===== src/rtl/inst_fetch_unit_pkg.sv =====
// Shared types and constants for the instruction fetch stage.
package fetch_pkg;

  typedef enum logic [1:0] {
    IDLE,
    REQ,
    GAP,
    FILL
  } fetch_state_t;

  localparam int          BYTES_PER_INST = 4;
  localparam logic [31:0] DEFAULT_NOP    = 32'h0000_0000;

endpackage


===== src/rtl/inst_fetch_unit_timer.sv =====
// Per-byte handshake watchdog: counts REQ cycles without ack, saturating.
module fetch_timer #(
  parameter int TIMEOUT = 255
) (
  input  logic clk,
  input  logic rst,
  input  logic clear,
  input  logic run,
  output logic expired
);

  localparam int           W    = $clog2(TIMEOUT + 1);
  localparam logic [W-1:0] LAST = W'(TIMEOUT - 1);
  localparam logic [W-1:0] TOP  = W'(TIMEOUT);

  logic [W-1:0] count;

  always_ff @(posedge clk or posedge rst) begin
    if (rst)
      count <= '0;
    else if (clear)
      count <= '0;
    else if (run && count != TOP)
      count <= count + 1'b1;
  end

  // The current cycle is the TIMEOUT-th un-acked one, so the request ends here.
  assign expired = run && (count >= LAST);

endmodule


===== src/rtl/inst_fetch_unit.sv =====
// Fetch stage: assembles 32-bit words from a byte-wide memory behind a one-entry tag.
module inst_fetch_unit
  import fetch_pkg::*;
#(
  parameter int          ADDR_W   = 16,
  parameter int          TIMEOUT  = 255,
  parameter logic [31:0] NOP_INST = DEFAULT_NOP
) (
  input  logic              clk,
  input  logic              rst,
  input  logic [31:0]       pc,
  output logic [31:0]       inst,
  output logic              inst_valid,
  output logic              stall,
  output logic              fault,
  output logic              mem_req,
  output logic [ADDR_W-1:0] mem_addr,
  input  logic [7:0]        mem_rdata,
  input  logic              mem_ack
);

  fetch_state_t      state, state_next;
  logic [31:0]       base, tag, fill_buf;
  logic [1:0]        cnt;
  logic              tag_valid;
  logic [ADDR_W-1:0] addr_q, cur_addr;
  logic              hit, misaligned, last_byte;
  logic              timer_clear, timer_run, expired;

  assign hit        = tag_valid && (tag == pc);
  assign misaligned = pc[1:0] != 2'b00;
  assign last_byte  = cnt == 2'(BYTES_PER_INST - 1);
  assign cur_addr   = base[ADDR_W-1:0] + ADDR_W'(cnt);
  assign inst_valid = hit;
  assign stall      = !hit;

  fetch_timer #(.TIMEOUT(TIMEOUT)) u_timer (
    .clk    (clk),
    .rst    (rst),
    .clear  (timer_clear),
    .run    (timer_run),
    .expired(expired)
  );

  always_ff @(posedge clk or posedge rst) begin
    if (rst)
      state <= IDLE;
    else
      state <= state_next;
  end

  always_comb begin
    state_next = state;
    case (state)
      IDLE: if (!hit && !misaligned) state_next = REQ;
      REQ: begin
        if (mem_ack)
          state_next = last_byte ? FILL : GAP;
        else if (expired)
          state_next = IDLE;
      end
      GAP:     state_next = REQ;
      FILL:    state_next = IDLE;
      default: state_next = IDLE;
    endcase
  end

  always_comb begin
    mem_req     = state == REQ;
    mem_addr    = (state == REQ) ? cur_addr : addr_q;
    timer_clear = state != REQ;
    timer_run   = (state == REQ) && !mem_ack;
  end

  // A started fetch always runs to FILL or timeout, even if pc moves meanwhile.
  always_ff @(posedge clk or posedge rst) begin
    if (rst) begin
      base      <= '0;
      cnt       <= '0;
      fill_buf  <= '0;
      tag       <= '0;
      tag_valid <= 1'b0;
      inst      <= NOP_INST;
      fault     <= 1'b0;
      addr_q    <= '0;
    end else begin
      case (state)
        IDLE: begin
          if (!hit && misaligned) begin
            fault     <= 1'b1;
            tag       <= pc;
            tag_valid <= 1'b1;
            inst      <= NOP_INST;
          end else if (!hit) begin
            base <= pc;
            cnt  <= '0;
          end
        end
        REQ: begin
          addr_q <= cur_addr;
          if (mem_ack) begin
            fill_buf[{cnt, 3'b000} +: 8] <= mem_rdata;
            if (!last_byte)
              cnt <= cnt + 2'd1;
          end else if (expired) begin
            fault     <= 1'b1;
            tag       <= base;
            tag_valid <= 1'b1;
            inst      <= NOP_INST;
          end
        end
        FILL: begin
          inst      <= fill_buf;
          tag       <= base;
          tag_valid <= 1'b1;
        end
        default: ;
      endcase
    end
  end

endmodule

===== config.mk =====
export PLATFORM = sky130hd
export DESIGN_NAME = inst_fetch_unit
export DESIGN_NICKNAME = d
export VERILOG_FILES = /design/src/rtl/inst_fetch_unit_pkg.sv /design/src/rtl/inst_fetch_unit_timer.sv /design/src/rtl/inst_fetch_unit.sv
export SDC_FILE = /design/constraint.sdc
export NUM_CORES = 1
export LEC_CHECK = 0
export CORE_UTILIZATION = 25
export CTS_CLUSTER_SIZE = 24
export DETAILED_ROUTE_END_ITERATION = 10
export GPL_TIMING_DRIVEN = 0
export SYNTH_ARGS = -nofsm -noshare
export SYNTH_HDL_FRONTEND = slang
export SYNTH_SLANG_ARGS = --single-unit

===== constraint.sdc =====
create_clock -name clk -period 10.3 [get_ports clk]
set_clock_uncertainty 0.15 [all_clocks]
set_input_delay 1.03 -clock clk [delete_from_list [all_inputs] [get_ports clk]]
set_output_delay 1.03 -clock clk [all_outputs]
set_load 0.05 [all_outputs]

==> flow_metrics.tcl, run 1 <==
set metrics [dict create \
    cts_buffers 17 \
    powerDensity_nw_per_um2 269 \
    fin_crit_sh_pct 56.2 \
    cts_tree "yes" \
    top_layer_used "met4" \
    seq_area_frac_synth_pct 41.1 \
    syn_area_sq_um 9630 \
    rrSetupSlack_ns 7.00 \
    die-area_sq_um 39300 \
    grt_pass1_vias 9276 \
    rsz0062_at_grt "no" \
    crit_slowest_cell "clkdlybuf4s50_1" \
    final_hold_viol_count 0 \
    totalWireLength_um 33800 \
    clock_power_share_pct 22.2 \
    cts_root_buf "clkbuf_16" \
    synth_warnings 0 \
    cts_sinks 158 \
    crit_required_ns 9.12 \
    vias_per_cell 5.36 \
    power_leakage_nw 4.33 \
    cpPeakStageDelay_ns 0.86 \
    critPathTopFamily "buffers and inverters" \
    ant_nets 0 \
    synth.largest_area_cell "dfrtp_1" \
    crit_chain "clkdlybuf4s50_1, xor2_1, or4_1, or4_1, clkbuf_1, or3_1, buf_6, inv_2, clkdlybuf4s50_1" \
    diodes 0 \
    comb_power_share_pct 46.3 \
    htree_levels 4 \
    cts.repair.resized 0 \
    setup_viol 0 \
    cts_setup_buffers 0 \
    layout-drive-gt1-share_pct 4.35 \
    cts_max_path_buffers 2 \
    hold_path_class "register to register" \
    synth-edff-count 0 \
    ys_top_cells_by_count "158 x dfrtp_1, 121 x nand2_1, 109 x o21ai_0, 100 x clkbuf_1, 78 x nand3_1" \
    p_sw_w 0.00144 \
    route.met3.wl_um 1970 \
    antenna_found_initial 1 \
    ys.flop_type "dfrtp_1" \
    start_util_pct 25.5 \
    r2r_start "tag[0]" \
    io_pins 95 \
    wl_per_cell_um 19.3 \
    worst_pin_slew_ns 1.03 \
    outcome "finished, final reports clean" \
    portBuffers 93 \
    dpl.cell_count 1721 \
    internal_power_w 0.00175 \
    fmax_mhz 173 \
    areaGrowthSynthToFinish_pct 23.2 \
    min_from "fill_buf[29]" \
    vias 9396 \
    yosys.area.top_type_share_pct 41.1 \
    grt_use_total_pct 17.5 \
    crit_arrival_ns 4.61 \
    die_x_um 198 \
    async_flop_share_pct 100 \
    fin_crit_ns 5.79 \
    fin_tns_setup_ns 0 \
    hpwl_um 23500 \
    grt_max_degree 107 \
    power_w 0.00319 \
    overflow 0 \
    gp_congestion 0.893 \
    worstReg2RegEnd "base[12]" \
    grt_pass1_wl_um 53700 \
    avgSynthCellArea_sq_um 8.63 \
    crit_type "input port to output pin" \
    clk_latency_ns 0.45 \
    fin_util_pct 31.4 \
    hold_path_depth 2 \
    layout.nets 1282 \
    cp-start-kind "input port" \
    ir_worst_vdd_v 0.000138 \
    synthDistinctLibCells 52 \
    clk_pin_slew_worst_paths_ns 0.07 \
    syn_inst 1116 \
    drt-pass1-iter-count 5 \
    yosys-top-cells-area "dfrtp_1 41%, o21ai_0 5.7%, o211ai_1 5.0%, nand2_1 4.7%, nand3_1 4.1%" \
    worstSetupEndpointType "output pin" \
    pwr-share-seq_pct 31.5 \
    final_max_slew_viol_count 0 \
    hold-path-endpoint "fill_buf[29]" \
    sw_frac_of_total_pct 45.1 \
    stdcell_count 1753 \
    drt-met1-wl_um 15400 \
    wl_met2_um 15600 \
    drv_cap 0 \
    yosysMostFrequentCell "dfrtp_1" \
    critPathBufInv 5 \
    worst-path-max-fanout 10 \
    core_area_sq_um 37800 \
    r2r_cells 7 \
    drc 0 \
    cts_hold_buf 0 \
    synthesis.nets 1169 \
    synth-seq-cells 158 \
    slew_headroom_pct 30.9 \
    drtIter0Drc 864 \
    fp.dieH_um 198 \
    fp-row-count 71 \
]
## worst max-delay path by stage
stage          start          to  slack (ns)  depth (start not counted)
2_1_floorplan    rst   addr_q[0]        4.86                          1
3_3_place_gp     rst  addr_q[14]        2.30                          2
3_5_place_dp   pc[9]  inst_valid        4.58                          9
4_1_cts        pc[9]  inst_valid        4.58                          9
5_1_grt        pc[9]  inst_valid        4.45                          9
6_report       pc[9]  inst_valid        4.51                          9
## state kept, by name (all words and copies together) (netlist names)
name / count
cnt: 2
fill_buf: 32
tag_valid: 1
tag: 32
fault: 1
inst: 32
base: 32
state: 2
u_timer.count: 8
addr_q: 16
## area by class of cell
type	count	area, sq um
tap	511	639
buffer	114	447
fill	3954	25900
timing repair buffer	94	958
inverter	12	52.6
clock inverter	14	193
clock buffer	18	429
multi-input combinational	832	5190
sequential	158	3950
## stage by stage
stage | setup WS (ns) | hold slack [ns] | area (sq um)
6_report | 4.51 | 0.333 | 11900
5_1_grt | 4.45 | 0.347 | 11900
3_3_place_gp | 2.30 | 0.311 | 11200
2_1_floorplan | 4.86 | 0.300 | 9630
3_5_place_dp | 4.58 | 0.321 | 11200
4_1_cts | 4.58 | 0.337 | 11900
## logic make-up (layout without fill, tap and decap cells)
logic type / after synthesis / in the layout / share of synthesized area (%)
AO/OA/AOI/OAI: 290 / 290 / 21.3
XOR/XNOR: 50 / 50 / 4.55
adder cells (fa/ha/maj): 10 / 10 / 1.38
buffers and inverters: 126 / 252 / 5.11
flip-flops: 158 / 158 / 41.1
multiplexers: 34 / 34 / 3.55
AND/OR/NAND/NOR: 448 / 448 / 23.1
## power by group through the flow
stage	Clock, W	Sequential [W]	Combinational (W)
after floorplan	0	0.000982	0.00102
after global placement	0	0.000998	0.00144
after detailed placement	0	0.00101	0.00146
after CTS	0.000713	0.000998	0.00147
after global routing	0.000739	0.00103	0.00160
final	0.000708	0.00100	0.00148
## worst reg2reg max path, delay by kind of cell, from the launching register on
kind | cells | cell delay [ns]
buffers and inverters | 2 | 1.08
AND/OR/NAND/NOR | 4 | 1.31
XOR/XNOR | 1 | 0.27
flip-flops | 1 | 0.42
## placed cells by master (no fill, tap or decap), types with 4 or more instances in the layout
master | synthesis | routed
inv_8 | 0 | 5
inv_1 | 11 | 10
ha_1 | 9 | 9
nand2b_1 | 33 | 33
nor4_1 | 36 | 36
clkbuf_16 | 0 | 17
nand2_1 | 121 | 121
and3_1 | 36 | 36
nor3_1 | 7 | 6
inv_6 | 0 | 6
dfrtp_1 | 158 | 158
a311oi_2 | 10 | 10
a31oi_1 | 4 | 4
a311oi_1 | 23 | 23
a221oi_1 | 32 | 32
clkbuf_1 | 100 | 101
a21boi_0 | 30 | 30
o21ai_0 | 109 | 109
xor2_1 | 14 | 14
nor2_1 | 77 | 77
o21ai_1 | 4 | 4
buf_1 | 9 | 9
o211ai_1 | 64 | 64
mux2i_1 | 33 | 33
clkdlybuf4s50_1 | 0 | 93
nand3_1 | 78 | 78
xnor2_1 | 36 | 36
nand4_1 | 40 | 40
or3_1 | 5 | 5
## routing by layer
metal / vias up / track usage (%)
li1: 4341 / -
met1: 4646 / 24.2
met2: 351 / 27.4
met3: 58 / 2.86
met4: 0 / 6.29
met5: - / 0
(Power assumes the default switching activity.)
==> run 2: changes to the inputs <==
==> constraint.sdc (replaced) <==
create_clock -name clk -period 5.7 [get_ports clk]
set_clock_uncertainty 0.15 [all_clocks]
set_input_delay 0.57 -clock clk [delete_from_list [all_inputs] [get_ports clk]]
set_output_delay 0.57 -clock clk [all_outputs]
set_load 0.05 [all_outputs]
==> results of run 2 <==
The final DEF is identical to that of run 1. Status: finished, final reports clean.
Among the figures that moved: setup slack after placement 4.58 ns -> 0.903 ns; setup slack after layout 4.51 ns -> 0.830 ns; register-to-register setup slack 7.00 ns -> 2.40 ns; total power 0.00319 W -> 0.00576 W; worst IR drop on VDD 0.000138 V -> 0.000249 V
==> run 3: changes to the inputs <==
--- a/config.mk
+++ b/config.mk
@@ -8,6 +8,7 @@
 export CORE_UTILIZATION = 25
 export CTS_CLUSTER_SIZE = 24
 export DETAILED_ROUTE_END_ITERATION = 10
+export DONT_BUFFER_PORTS = 1
 export GPL_TIMING_DRIVEN = 0
 export SYNTH_ARGS = -nofsm -noshare
 export SYNTH_HDL_FRONTEND = slang
==> run 3 against run 2 <==
Via count is 1.1% lower. Die area is the same. Utilization decreased by 2.2 points. Combinational power shrank 6%. Hold slack lost 0.23 ns. Routed wire length shrank 0.75%. Critical path depth down 2. Total power down 3.5%. Worst setup slack better by 0.45 ns. Fmax up 10%. Critical path type is now register to output pin.
==> flow_metrics.tcl, run 3 (synthesis results as in run 1) <==
set metrics [dict create \
    regArea_sq_um 3950 \
    totalWireLength_um 33600 \
    rrSetupSlack_ns 2.07 \
    clock_power_share_pct 21.1 \
    cts_sinks 158 \
    wl_per_cell_um 19.9 \
    power_leakage_nw 4.04 \
    fp-row-count 71 \
    fin_tns_setup_ns 0 \
    internal_power_w 0.00296 \
    layout-drive-gt1-share_pct 5.63 \
    final_cell_mix "158 x dfrtp_1, 121 x nand2_1, 100 x clkbuf_1" \
    overflow 0 \
    worst_pin_slew_ns 1.28 \
    stdcell_count 1683 \
    portBuffers 0 \
    final_max_slew_viol_count 0 \
    drt-pass1-iter-count 5 \
    met1_usage_pct 22.2 \
    worstSetupEndpointType "output pin" \
    setup_ws_ns 1.28 \
    ir_worst_vdd_v 0.000254 \
    dp_slack_ns 1.73 \
    hold-path-endpoint "fill_buf[17]" \
    clk_latency_ns 0.45 \
    vias 9292 \
    sw_frac_of_total_pct 46.8 \
    fin_crit_ns 4.42 \
    gp_congestion 0.869 \
    comb_power_share_pct 45.3 \
    vias_per_cell 5.52 \
    power_w 0.00556 \
    fill_cells 4012 \
    crit_required_ns 4.98 \
    grt_use_total_pct 17.3 \
    drv_cap 0 \
    grt_max_degree 123 \
    io_pins 95 \
    ant_nets 0 \
    cp-start-kind "register" \
    clk_pin_slew_worst_paths_ns 0.08 \
    worst-path-max-fanout 10 \
    r2r_start "state[0]" \
    layout.nets 1212 \
    cts_buffers 17 \
    drtIter0Drc 926 \
    grt_pass1_vias 9140 \
    areaGrowthSynthToFinish_pct 14.7 \
    diodes 0 \
    htree_levels 4 \
    cts_root_buf "clkbuf_16" \
    powerDensity_nw_per_um2 503 \
    multi_input_area_sq_um 5190 \
    die-area_sq_um 39300 \
    min_from "mem_rdata[1]" \
    p_sw_w 0.00260 \
    use_met3_pct 5.64 \
    hpwl_um 23500 \
    dpl.cell_count 1650 \
    final_hold_viol_count 0 \
    crit_arrival_ns 3.70 \
    fp.dieH_um 198 \
    setup_viol 0 \
    hold_path_class "input port to register" \
    worstReg2RegEnd "addr_q[10]" \
    fmax_mhz 226 \
    die_x_um 198 \
    core_area_sq_um 37800 \
    antenna_found_initial 0 \
    drc 0 \
    rsz0062_at_grt "no" \
    crit_type "register to output pin" \
    pwr-share-seq_pct 33.6 \
    grt_util_met2_pct 27.1 \
    cts_tree "yes" \
    final_common_cell "dfrtp_1" \
    grt_pass1_wl_um 52900 \
    start_util_pct 25.5 \
    outcome "finished, final reports clean" \
    cts_max_path_buffers 2 \
    grt_busiest_layer "met2" \
    fin_crit_sh_pct 77.6 \
    r2r_cells 7 \
    hold_path_depth 2 \
    slew_headroom_pct 14.3 \
]
## run 3: how the worst max path moves through the flow
stage / start / slack (ns) / cells past startpoint / endpoint
finish: state[0] / 1.28 / 7 / mem_addr[10]
global route: state[0] / 1.06 / 7 / mem_addr[10]
CTS: state[0] / 1.25 / 7 / mem_addr[10]
detailed placement: state[0] / 1.73 / 7 / mem_addr[10]
global placement: rst / -1.37 / 1 / addr_q[14]
floorplan: rst / 0.72 / 1 / addr_q[0]
## run 3: what timing repair did
action | in CTS | in global routing
buffers inserted | 0 | 0
hold endpoints to repair | 36 | 0
resized for setup | 0 | 0
hold buffers | 1 | 0
## run 3: power by group through the flow
stage          logic [W]  clock network (W)  registers, W
6_report         0.00252            0.00117       0.00187
5_1_grt          0.00274            0.00124       0.00191
4_1_cts          0.00251            0.00119       0.00186
3_5_place_dp     0.00250                  0       0.00188
3_3_place_gp     0.00231                  0       0.00186
2_1_floorplan    0.00185                  0       0.00178
## run 3: per-layer routing
| metal | share of wire [%] | vias to the layer above | routed length [um] |
|---|---|---|---|
| met5 | 0 | - | 0 |
| met4 | 2.1 | 0 | 721 |
| met3 | 9.5 | 54 | 3170 |
| met2 | 46 | 402 | 15500 |
| met1 | 42 | 4627 | 14100 |
| li1 | - | 4209 | - |
## run 3: critical path, cell delays in order, from the launching register on
cell,delay [ns]
dfrtp_1,0.34
clkbuf_1,0.40
nand2b_1,0.21
clkbuf_1,0.28
inv_1,0.12
clkbuf_1,0.87
nor2_1,0.07
a31oi_1,0.96
## run 3: layout make-up
class                           instances  area share [%]
Timing Repair Buffer                   24            1.46
Tap cell                              511            5.79
Multi-Input combinational cell        832            47.0
Clock buffer                           17            3.85
Clock inverter                         15            1.61
Inverter                               12           0.476
Sequential cell                       158            35.8
Buffer                                114            4.04
## run 3: metrics by stage
step           cell area, sq um  hold WS (ns)  utilization, %
2_1_floorplan              9630         0.300               -
3_3_place_gp              10300         0.314            27.2
3_5_place_dp              10400         0.258            27.6
4_1_cts                   11000        0.0887            29.2
5_1_grt                   11000         0.103            29.2
6_report                  11000        0.0983            29.2
